--- src/rtl/mux_pkg.sv ---
// mux_pkg: shared width constants and grant-index width helper for arb_mux_n.
package mux_pkg;
  localparam int WORD_W = 32;
  function automatic int sel_w(int n);
    return (n <= 2) ? 1 : $clog2(n);
  endfunction
endpackage

--- src/rtl/rr_arbiter.sv ---
// rr_arbiter: round-robin one-hot arbiter; search starts at ptr, which moves past each winner on advance.
module rr_arbiter import mux_pkg::*; #(
  parameter int N = 4,
  parameter int SEL_W = sel_w(N)
) (
  input  logic             clk,
  input  logic             rst_n,
  input  logic [N-1:0]     req,
  input  logic             advance,
  output logic [N-1:0]     grant,
  output logic [SEL_W-1:0] grant_idx
);
  logic [SEL_W-1:0] ptr;
  function automatic int rot(int p, int k);
    return (p + k) % N;
  endfunction
  // scan farthest-first so the requester nearest ptr is written last and wins
  always_comb begin
    grant = '0;
    grant_idx = '0;
    for (int k = N - 1; k >= 0; k--)
      if (req[rot(int'(ptr), k)]) begin
        grant = '0;
        grant[rot(int'(ptr), k)] = 1'b1;
        grant_idx = SEL_W'(rot(int'(ptr), k));
      end
  end
  always_ff @(posedge clk or negedge rst_n)
    if (!rst_n) ptr <= '0;
    else if (advance) ptr <= (grant_idx == SEL_W'(N - 1)) ? '0 : grant_idx + 1'b1;
endmodule

--- src/rtl/arb_mux_n.sv ---
// arb_mux_n: N-channel arbitrated mux into a one-entry registered output with valid/ready.
// ARB_MUX_RR_EN selects round-robin arbitration; otherwise fixed lowest-index priority.
module arb_mux_n import mux_pkg::*; #(
  parameter int N = 4,
  parameter int W = WORD_W,
  parameter int SEL_W = sel_w(N)
) (
  input  logic             clk,
  input  logic             rst_n,
  input  logic [N*W-1:0]   in_data,
  input  logic [N-1:0]     in_valid,
  output logic [N-1:0]     in_ready,
  input  logic             flush,
  output logic [W-1:0]     out_data,
  output logic [SEL_W-1:0] out_sel,
  output logic             out_valid,
  input  logic             out_ready
);
  logic [N-1:0] grant;
  logic [SEL_W-1:0] grant_idx;
  logic [W-1:0] words [N];
  logic load_en, xfer;
  for (genvar i = 0; i < N; i++) begin : g_words
    assign words[i] = in_data[i*W +: W];
  end
  assign load_en = ~flush & (~out_valid | out_ready);
  assign in_ready = rst_n ? grant & {N{load_en}} : '0;
  assign xfer = |in_ready;
`ifdef ARB_MUX_RR_EN
  rr_arbiter #(.N(N), .SEL_W(SEL_W)) u_arb (
    .clk(clk),
    .rst_n(rst_n),
    .req(in_valid),
    .advance(xfer),
    .grant(grant),
    .grant_idx(grant_idx)
  );
`else
  always_comb begin
    grant = '0;
    grant_idx = '0;
    for (int i = N - 1; i >= 0; i--)
      if (in_valid[i]) begin
        grant = '0;
        grant[i] = 1'b1;
        grant_idx = SEL_W'(i);
      end
  end
`endif
  // xfer already excludes flush, so a flush falls through to the drain branch
  always_ff @(posedge clk or negedge rst_n)
    if (!rst_n) begin
      out_valid <= 1'b0;
      out_data <= '0;
      out_sel <= '0;
    end else if (xfer) begin
      out_valid <= 1'b1;
      out_data <= words[grant_idx];
      out_sel <= grant_idx;
    end else if (flush | out_ready) out_valid <= 1'b0;
endmodule

--- config.mk ---
export PLATFORM = sky130hd
export DESIGN_NAME = arb_mux_n
export DESIGN_NICKNAME = d
export VERILOG_FILES = /design/src/rtl/mux_pkg.sv /design/src/rtl/rr_arbiter.sv /design/src/rtl/arb_mux_n.sv
export SDC_FILE = /design/constraint.sdc
export NUM_CORES = 1
export LEC_CHECK = 0
export CORE_MARGIN = 1
export CORE_UTILIZATION = 30
export CTS_BUF_LIST = sky130_fd_sc_hd__clkbuf_8
export DETAILED_ROUTE_END_ITERATION = 7
export GPL_ROUTABILITY_DRIVEN = 0
export GPL_TIMING_DRIVEN = 0
export PLACE_DENSITY = 0.66
export SLEW_MARGIN = 20
export SYNTH_ARGS = -nofsm -noshare
export SYNTH_HDL_FRONTEND = slang
export SYNTH_SLANG_ARGS = --single-unit
--- constraint.sdc ---
create_clock -name clk -period 1.6 [get_ports clk]
set_input_delay 0.24 -clock clk [delete_from_list [all_inputs] [get_ports clk]]
set_output_delay 0.24 -clock clk [all_outputs]
set_load 0.02 [all_outputs]
==> results.yml <==
cts:
  cts_root_buffer: "clkbuf_8"
  cts_max_path_buffers: 2
  cts_buffers: 5
  htreeDepth: 2
  clk_pin_slew_ns: 0.08
  cts_tree: "yes"
  clk_latency_ns: 0.28
  cts_sinks: 35
die:
  ios: 175
  start_util_pct: 31.5
  chipWidth_um: 101
  rows: 35
  die_area_um2: 10200
  core_area_um2: 9370
  die-height_um: 101
power:
  p_leak_nw: 1.99
  power_density_nw_per_um2: 664
  finalPower_w: 0.00345
  peakVddDrop_mv: 0.339
timing:
  finalClockSkew_ns: 0.00827
  rsz0062_at_grt: "true"
  tightest_slew_ns: 0.568
  slew_violations: 0
  setup_viol: 0
  min_period_ns: 1.59
  tns_ns: 0
  min_period_over_period_pct: 99.6
  finalHoldViolCount: 0
  slew_headroom_pct: 62.2
  fmax_ghz: 0.628
synthesis:
  syn_area_um2: 2950
  ys_types: 30
  ys_ff_latch: 35
  ys_seq_area_share_pct: 29.7
  synth_nets: 497
  synth_cells: 361
  yosysWarnings: 0
  synth_area_per_cell_um2: 8.17
worst_setup_path:
  crit_family: "buffers and inverters"
  crit_fanout: 10
  slowest_stage: "nor4bb_2"
  crit_path_max_incr_delay_ns: 0.31
  critPathLaunchType: "primary input"
  crit_arrival_ns: 1.35
  critPathKind: "in2out"
  worstPathCellList: "dlygate4sd2_1 > buf_6 > buf_4 > nor4bb_2 > buf_4"
  endpoint_kind: "primary output"
  path_buf_inv: 4
  crit_top_cell: "buf_4"
  worstPathRequired_ns: 1.36
final_layout:
  num-fill-cells: 944
  fin_util_pct: 55.4
  final_nets: 692
  layout-drive-gt1-share_pct: 10.8
  num_antenna_cells: 0
  multi_input_area_um2: 1900
  seqCellArea_um2: 876
  syn_to_final_growth_pct: 75.9
place:
  port_buffers: 174
  dpl.hpwl_um: 9270
drt:
  ant_nets: 0
  wl_um: 12700
  met1Wirelength_um: 5180
  vias: 3796
  vias_per_cell: 5.54
  post_drt_wl_per_cell_um: 18.5
  dr_wl_met2_um: 6240
  top_layer: "met4"
  drt-pass1-iter-count: 6
  wl_met3_um: 1020
  drt-initial-drc-count: 172
  drc_errors: 0
global_route:
  grt_max_degree: 19
  grt_pass1_vias: 3795
  overflow: 0
  grt_usage_pct: 24.2
  antenna_found_initial: 0
  grt_pass1_wl_um: 19300
worst_hold_path:
  worstHoldPathType: "in2async"
job:
  maxCapViolCount: 0
run_status:
  status: "completed"
## where the power goes
group | switching [W] | internal [W]
Sequential | 0.0000979 | 0.00105
Clock | 0.000344 | 0.000339
Combinational | 0.000737 | 0.000880
## stage by stage
step / instances / setup WS, ns / cell area [µm²] / hold slack (ns)
floorplan: 361 / -0.142 / 2960 / -0.0556
global placement: 664 / -2.56 / 4860 / 0.488
detailed placement: 665 / -1.36 / 4880 / 0.246
CTS: 682 / -0.00399 / 5160 / 0.121
global route: 685 / -0.00965 / 5190 / 0.128
finish: 685 / 0.00656 / 5190 / 0.112
## Yosys cell counts
library cell   n  area [µm²]
a21o_1         1        7.51
a21oi_1       31         155
a31oi_1       63         394
a32o_1         1        10.0
and3b_1       31         272
and4_1         1        8.76
buf_1          5        18.8
buf_2          7        35.0
buf_6          3        33.8
clkbuf_1      30         113
clkbuf_2       1        5.00
dfrtp_1       35         876
inv_1          1        3.75
nand2_1        1        3.75
nand2b_1       2        12.5
nand3_1        1        5.00
nand3b_1      31         233
nor2_1         5        18.8
nor2b_1       34         213
nor3_1         3        15.0
nor3b_1        3        22.5
nor4_1         2        12.5
nor4bb_1       1        10.0
o21ai_0       18        90.1
o21ai_1       15        75.1
o21bai_1       1        7.51
o221a_2        1        11.3
o22a_1         1        8.76
o2bb2ai_1     31         272
or4_1          1        7.51
## cell usage in the layout (no fill, tap or decap), types with 4 or more instances in the layout
master / netlist / layout
nor2b_1: 34 / 34
clkbuf_8: 0 / 11
o21ai_1: 15 / 15
buf_4: 0 / 18
dfrtp_1: 35 / 35
o21ai_0: 18 / 18
clkbuf_1: 30 / 17
nor2_1: 5 / 4
and3b_1: 31 / 31
nand3b_1: 31 / 31
buf_6: 3 / 5
a21oi_1: 31 / 31
o2bb2ai_1: 31 / 31
a31oi_1: 63 / 63
buf_2: 7 / 7
clkdlybuf4s50_1: 0 / 163
clkbuf_2: 1 / 7
## metal layers
layer	GRT usage [%]	vias up
met5	0	-
met4	5.91	0
met3	4.83	18
met2	43.0	180
met1	30.0	1813
li1	-	1785
## logic make-up after synthesis
kind of cell    after synthesis  share of synthesized area, %
compound gates              163                          35.0
buf+inv                      47                          7.08
flops                        35                          29.7
simple gates                116                          28.3
## sequential cells by signal, indices dropped and copies added (netlist names)
signal,flops
out_data,32
out_sel,2
out_valid,1
## what timing repair did
item                                    CTS  global route
hold buffers                              1             0
endpoints found under the setup margin   39            19
gates resized for setup                  67            10
pin swaps                                 2             2
buffers inserted                         10             4
hold endpoints to repair                 18             0
## tightest hold or removal path: cells and delay by family
family	cells	cell delay, ns
buffers and inverters	4	0.53
## final timing paths
| kind | cells after the start | slack, ns | from | to |
|---|---|---|---|---|
| max | 5 | 0.007 | in_valid[2] | in_ready[3] |
| min | 4 | 0.11 | rst_n | out_sel[0] |
| max reg2reg | 4 | 0.09 | out_valid | out_data[28] |
| min reg2reg | 1 | 0.51 | out_data[12] | out_data[12] |
| max in group asynchronous | 3 | 0.91 | rst_n | out_data[25] |
| min in group clk | 2 | 0.31 | flush | out_valid |
## layout make-up
cell class	count	area share (%)
Tap cell	129	3.11
Multi-Input combinational cell	279	36.6
Clock buffer	6	1.59
Inverter	1	0.145
Clock inverter	1	0.0965
Timing Repair Buffer	190	36.2
Sequential cell	35	16.9
Buffer	44	5.40
No activity file was read; power rests on OpenSTA's default activity.
